File: src/rtl/uart_tx_pkg.sv
// Shared definitions for the UART transmit path: FSM state encoding and
// the frame-timing defaults the receiver's frame counters also use.
package uart_tx_pkg;

  typedef enum logic [1:0] {
    IDLE,
    START,
    DATA,
    STOP
  } tx_state_e;

  localparam int unsigned UART_BIT_CLKS  = 104;
  localparam int unsigned UART_DATA_BITS = 8;

endpackage

File: src/rtl/uart_tx_sync_fifo.sv
// Single-clock FIFO with level/full/empty. A push while full is accepted
// only when a pop happens in the same cycle.
module sync_fifo #(
  parameter int unsigned WIDTH = 8,
  parameter int unsigned DEPTH = 4
) (
  input  logic                       clk,
  input  logic                       rst_n,
  input  logic                       push,
  input  logic [WIDTH-1:0]           din,
  input  logic                       pop,
  output logic [WIDTH-1:0]           dout,
  output logic [$clog2(DEPTH):0]     level,
  output logic                       full,
  output logic                       empty
);

  localparam int unsigned AW = $clog2(DEPTH);
  localparam int unsigned LW = AW + 1;

  logic [WIDTH-1:0] mem [DEPTH];
  logic [AW-1:0]    wr_ptr;
  logic [AW-1:0]    rd_ptr;
  logic             do_push;
  logic             do_pop;

  assign full    = (level == LW'(DEPTH));
  assign empty   = (level == '0);
  assign do_pop  = pop && !empty;
  assign do_push = push && (!full || do_pop);
  assign dout    = mem[rd_ptr];

  always_ff @(posedge clk) begin
    if (do_push) mem[wr_ptr] <= din;
  end

  // Pointers wrap naturally at DEPTH (power of two); level alone decides full/empty.
  always_ff @(posedge clk or negedge rst_n) begin
    if (!rst_n) begin
      wr_ptr <= '0;
      rd_ptr <= '0;
      level  <= '0;
    end else begin
      if (do_push) wr_ptr <= wr_ptr + AW'(1);
      if (do_pop)  rd_ptr <= rd_ptr + AW'(1);
      case ({do_push, do_pop})
        2'b10:   level <= level + LW'(1);
        2'b01:   level <= level - LW'(1);
        default: level <= level;
      endcase
    end
  end

endmodule

File: src/rtl/uart_tx.sv
// 8N1-style UART transmitter: bytes enter a FIFO via valid/ready and leave
// LSB-first on a registered, idle-high serial line.
module uart_tx
  import uart_tx_pkg::*;
#(
  parameter int unsigned BIT_CLKS   = UART_BIT_CLKS,
  parameter int unsigned DATA_BITS  = UART_DATA_BITS,
  parameter int unsigned STOP_BITS  = 1,
  parameter int unsigned FIFO_DEPTH = 4
) (
  input  logic                          clk,
  input  logic                          rst_n,
  input  logic [DATA_BITS-1:0]          data_in,
  input  logic                          data_valid,
  output logic                          data_ready,
  output logic                          uart_tx_out,
  output logic                          busy,
  output logic [$clog2(FIFO_DEPTH):0]   fifo_level
);

  localparam int unsigned CW = $clog2(BIT_CLKS);
  localparam int unsigned BW = (DATA_BITS > 1) ? $clog2(DATA_BITS) : 1;

  tx_state_e            state;
  tx_state_e            next_state;
  logic [CW-1:0]        cycle_cnt;
  logic [BW-1:0]        bit_cnt;
  logic                 stop_cnt;
  logic [DATA_BITS-1:0] shifter;
  logic [DATA_BITS-1:0] shifted;
  logic                 line_q;
  logic                 ready_en;
  logic                 bit_done;
  logic                 push;
  logic                 pop;
  logic [DATA_BITS-1:0] fifo_dout;
  logic                 fifo_full;
  logic                 fifo_empty;

  sync_fifo #(
    .WIDTH (DATA_BITS),
    .DEPTH (FIFO_DEPTH)
  ) u_fifo (
    .clk   (clk),
    .rst_n (rst_n),
    .push  (push),
    .din   (data_in),
    .pop   (pop),
    .dout  (fifo_dout),
    .level (fifo_level),
    .full  (fifo_full),
    .empty (fifo_empty)
  );

  assign bit_done    = (cycle_cnt == '0);
  assign shifted     = shifter >> 1;
  assign uart_tx_out = line_q;

  always_ff @(posedge clk or negedge rst_n) begin
    if (!rst_n) state <= IDLE;
    else        state <= next_state;
  end

  always_comb begin
    next_state = state;
    unique case (state)
      IDLE:  if (!fifo_empty) next_state = START;
      START: if (bit_done) next_state = DATA;
      DATA:  if (bit_done && bit_cnt == '0) next_state = STOP;
      STOP:  if (bit_done && !stop_cnt) next_state = fifo_empty ? IDLE : START;
      default: next_state = IDLE;
    endcase
  end

  // A pop in the final stop cycle frees a slot, so a full FIFO can still accept that cycle.
  always_comb begin
    pop        = ((state == IDLE) && !fifo_empty) ||
                 ((state == STOP) && bit_done && !stop_cnt && !fifo_empty);
    data_ready = ready_en && (!fifo_full || pop);
    push       = data_valid && data_ready;
    busy       = (state != IDLE) || (fifo_level != '0);
  end

  always_ff @(posedge clk or negedge rst_n) begin
    if (!rst_n) begin
      cycle_cnt <= '0;
      bit_cnt   <= '0;
      stop_cnt  <= 1'b0;
      shifter   <= '0;
      line_q    <= 1'b1;
      ready_en  <= 1'b0;
    end else begin
      ready_en <= 1'b1;
      unique case (state)
        IDLE: begin
          if (pop) begin
            shifter   <= fifo_dout;
            line_q    <= 1'b0;
            cycle_cnt <= CW'(BIT_CLKS - 1);
          end
        end
        START: begin
          if (bit_done) begin
            line_q    <= shifter[0];
            bit_cnt   <= BW'(DATA_BITS - 1);
            cycle_cnt <= CW'(BIT_CLKS - 1);
          end else begin
            cycle_cnt <= cycle_cnt - CW'(1);
          end
        end
        DATA: begin
          if (bit_done) begin
            cycle_cnt <= CW'(BIT_CLKS - 1);
            if (bit_cnt != '0) begin
              shifter <= shifted;
              line_q  <= shifted[0];
              bit_cnt <= bit_cnt - BW'(1);
            end else begin
              line_q   <= 1'b1;
              stop_cnt <= 1'(STOP_BITS - 1);
            end
          end else begin
            cycle_cnt <= cycle_cnt - CW'(1);
          end
        end
        STOP: begin
          if (bit_done) begin
            cycle_cnt <= CW'(BIT_CLKS - 1);
            if (stop_cnt) begin
              stop_cnt <= 1'b0;
            end else if (pop) begin
              shifter <= fifo_dout;
              line_q  <= 1'b0;
            end
          end else begin
            cycle_cnt <= cycle_cnt - CW'(1);
          end
        end
        default: line_q <= 1'b1;
      endcase
    end
  end

endmodule

File: config.mk
export PLATFORM = sky130hd
export DESIGN_NAME = uart_tx
export DESIGN_NICKNAME = d
export VERILOG_FILES = /design/src/rtl/uart_tx_pkg.sv /design/src/rtl/uart_tx_sync_fifo.sv /design/src/rtl/uart_tx.sv
export SDC_FILE = /design/constraint.sdc
export NUM_CORES = 1
export LEC_CHECK = 0
export CELL_PAD_IN_SITES_DETAIL_PLACEMENT = 1
export CELL_PAD_IN_SITES_GLOBAL_PLACEMENT = 2
export CORE_ASPECT_RATIO = 0.9
export CORE_MARGIN = 4
export CORE_UTILIZATION = 45
export DETAILED_ROUTE_END_ITERATION = 16
export PLACE_DENSITY_LB_ADDON = 0.1
export SETUP_SLACK_MARGIN = 0.5
export SLEW_MARGIN = 25
export SYNTH_ARGS = -nofsm -noshare
export SYNTH_HDL_FRONTEND = slang
export SYNTH_HIERARCHICAL = 1
export SYNTH_SLANG_ARGS = --single-unit
File: constraint.sdc
create_clock -name clk -period 4.1 [get_ports clk]
set_clock_uncertainty 0.1 [all_clocks]
set_input_delay 0.82 -clock clk [delete_from_list [all_inputs] [get_ports clk]]
set_output_delay 0.82 -clock clk [all_outputs]
set_load 0.03 [all_outputs]
==> key figures <==
Status
  – Status: complete, no violations

Detailed routing
  – ANT nets after route: 0
  – Final wirelength: 7.204 mm
  – DRT iter0 DRCs: 128
  – Drc violations: 0
  – Vias: 2161
  – Via density: 5.778
  – Drt pass-1 iters: 4
  – Routed len/inst: 19.26 um

Run
  – Max-cap viol count: 0

Worst setup path
  – Worst Setup SP: state[1]
  – Crit end category: primary output
  – Critical path class: reg -> out
  – Delay-heaviest family, CP: buffers and inverters
  – Crit path cell chain: inv_1 -> ha_1 -> or4b_2 -> clkdlybuf4s50_1
  – WP data arrival: 2.51 ns
  – CP max-delay cell: or4b_2
  – Startpoint Class: flop
  – Worst path max stage delay: 0.63 ns
  – CP Max Fanout: 7
  – R2R Path Start: state[0]
  – CP Buf/Inv Count: 2
  – Critical Path RT: 3.18 ns

Floorplanning
  – Num ports: 17
  – DIE WIDTH: 96.69 um
  – Starting Density: 47.36%
  – Die H: 87.82 um
  – Core Box Area: 0.006726 mm^2
  – Die area: 0.008491 mm^2
  – # rows: 28

Logic synthesis
  – Post-synth ARST share: 47.54%
  – Synth cell types: 59
  – Most common flop cell mapped by yosys: edfxtp_1
  – Leading area contributor after synthesis: edfxtp_1
  – Syn Inst Count: 260
  – EDFF count, synth: 32
  – Most common cell in the netlist: edfxtp_1
  – Yosys warns: 6
  – Synth area leaders: edfxtp_1 30%, dfrtp_1 22%, mux4_2 5.7%
  – Syn Area/Cell: 12.25 um^2
  – #FFs+latches synth: 61
  – Yosys top cell area share: 30.16%
  – Post-Syn Area: 0.003186 mm^2
  – Synthesized net count: 285
  – Sequential share of the synthesized area: 52.99%
  – List of most frequent post-synthesis cells: 32 x edfxtp_1, 28 x dfrtp_1, 17 x inv_1

Power
  – Switching Fraction: 41.68%
  – Comb pwr share: 45.7%
  – Leakage power: 1.333 nW
  – Clock share of power: 17.4%
  – Seq pwr share: 36.9%
  – Maximum VDD drop: 425.1 uV
  – Psw: 0.001128 W
  – Pwr dens: 748.0 mW/mm^2
  – Pint: 0.001579 W

Place
  – Final Wtd Congestion: 0.7555
  – Hpwl dp: 5.068 mm
  – Port Buf Inserts: 16
  – Place WS: 0.6516 ns

CTS
  – Clk root buf: clkbuf_8
  – Clock Latency Late Sink: 0.34 ns
  – Total CTS buffers: 9
  – Reg clk slew, reported paths: 0.08 ns
  – Clock Tree Buf Depth: 2
  – CTS H-Tree Depth: 3
  – CTS tree: built
  – CTS Sinks: 61
  – Hold_buf cts: 0

Timing
  – Slew headroom: 39.18%
  – Worst Tran Pin Value: 0.9124 ns
  – RSZ-0062 raised after global routing: false
  – Final Hold Viols: 0
  – Post-layout min period: 3.426 ns
  – TNS Setup: 0 ns
  – Fin crit share: 83.56%
  – Fmax: 0.2919 GHz
  – Final worst setup slack: 0.6742 ns
  – Setup-failing EPs final: 0
  – Final Max Slew Viols: 0

Cells and area
  – Ant diodes: 0
  – Fin nets: 304
  – Share of cells above drive strength 1: 18.66%
  – Area of the multi-input gates: 0.001389 mm^2
  – Register Area: 0.001688 mm^2
  – Filler cell count: 709
  – P&R area growth vs syn: 13.63%
  – Fin util: 53.81%

Global route
  – Vias in the first global route: 2393
  – Largest net degree at the start of global routing: 30
  – Initial antenna violation count: 0
  – GRT overflow: 0
  – Tot GR Track Use: 19.00%
  – First-pass GRT wire length: 12.68 mm

Hold path
  – HP Class: reg -> reg
  – Worst Min Path Start: bit_cnt[1]
[metal layers]
metal,GRT usage (%),vias to the layer above,share of wire [%]
met1,26.69,1099,49
li1,-,1018,-
met4,4.082,0,0.69
met5,0,-,0
met2,30.08,39,47
met3,5.016,5,3.1
[power by group through the flow]
stage / combinational, W / sequential, W / clock, W
3_5_place_dp: 0.00124 / 0.00101 / 0
4_1_cts: 0.00125 / 0.00100 / 0.000491
6_report: 0.00124 / 0.000998 / 0.000471
3_3_place_gp: 0.00120 / 0.00100 / 0
2_1_floorplan: 0.000928 / 0.000963 / 0
5_1_grt: 0.00139 / 0.00103 / 0.000523
[worst reg2reg max path: stages, from the launching register on]
cell	delay [ns]
dfrtp_1	0.42
inv_1	0.12
ha_1	0.30
a31oi_2	0.30
o21ai_0	0.17
and3_1	0.22
o21a_4	0.14
inv_1	0.06
ha_1	0.19
inv_1	0.06
fa_1	0.38
xor2_1	0.15
nor2_1	0.11
xor2_1	0.15
[cell type report]
| cell class | instances | area share (%) |
|---|---|---|
| clock buffers | 9 | 3.422 |
| clock inverters | 7 | 1.383 |
| inverters | 19 | 1.970 |
| multi-input cells | 169 | 38.37 |
| flip-flops and latches | 61 | 46.63 |
| well taps | 90 | 3.111 |
| repair buffers | 19 | 5.116 |
[state kept, by name, summed over array words and instances (netlist names)]
register       cells
u_fifo/mem        32
shifter            8
cycle_cnt          7
bit_cnt            3
u_fifo/level       3
state              2
u_fifo/rd_ptr      2
u_fifo/wr_ptr      2
ready_en           1
uart_tx_out        1
[cell families (layout without fill, tap and decap cells)]
family / after synthesis / in the layout / share of synthesized area (%)
AOI/OAI and AO/OA: 63 / 63 / 14.45
xor gates and xnor gates: 11 / 11 / 3.024
adders and majority gates: 14 / 14 / 5.735
buffers and inverters: 30 / 54 / 4.085
DFF: 61 / 61 / 52.99
muxes: 10 / 10 / 6.441
other: 1 / 1 / 0.1177
and+or+nand+nor: 70 / 70 / 13.16
[metrics by stage]
step / instance area (um^2) / std cells / total power, W / hold WS (ns)
after detailed placement: 3415 / 357 / 0.002245 / 0.4389
after global routing: 3620 / 374 / 0.002944 / 0.4937
final: 3620 / 374 / 0.002707 / 0.4516
after floorplan: 3186 / 260 / 0.001891 / 0.4049
after global placement: 3415 / 357 / 0.002204 / 0.4328
after CTS: 3608 / 374 / 0.002739 / 0.4578
[final timing paths]
kind / slack, ns / depth (start not counted) / end
setup / recovery: 0.67 / 4 / busy
hold / removal: 0.45 / 1 / bit_cnt[1]
setup reg to reg: 1.13 / 13 / u_fifo/level[2]
hold reg to reg: 0.45 / 1 / bit_cnt[1]
max in group asynchronous: 2.80 / 2 / uart_tx_out
min in group asynchronous: 0.77 / 2 / shifter[2]
[layout by cell type, fill, tap and decap left out, types with 2 or more instances in the layout]
cell type	count
edfxtp_1	32
dfrtp_1	28
inv_1	17
nor2_1	15
clkdlybuf4s50_1	15
ha_1	12
nand2_1	10
a31oi_1	9
o22ai_1	9
clkbuf_8	9
a211oi_1	8
mux4_2	8
o21ai_0	7
or3_1	7
nor3_1	6
a21oi_1	6
nor3_2	6
xnor2_1	6
xor2_1	5
and2_2	4
nor2b_1	3
a31o_2	3
nand4_1	3
clkinvlp_4	3
buf_4	3
and2_1	2
clkinv_1	2
or3b_1	2
a22oi_1	2
a2bb2oi_1	2
a2111oi_0	2
o211ai_1	2
nand3_1	2
inv_6	2
clkinv_2	2
[timing repair]
action                                  in CTS  in global routing
cloned                                       0                  0
setup buffers                                1                  0
endpoints found under the hold margin        0                  0
endpoints found under the setup margin       1                  1
resized for setup                            2                  3
(Power assumes the default switching activity.)
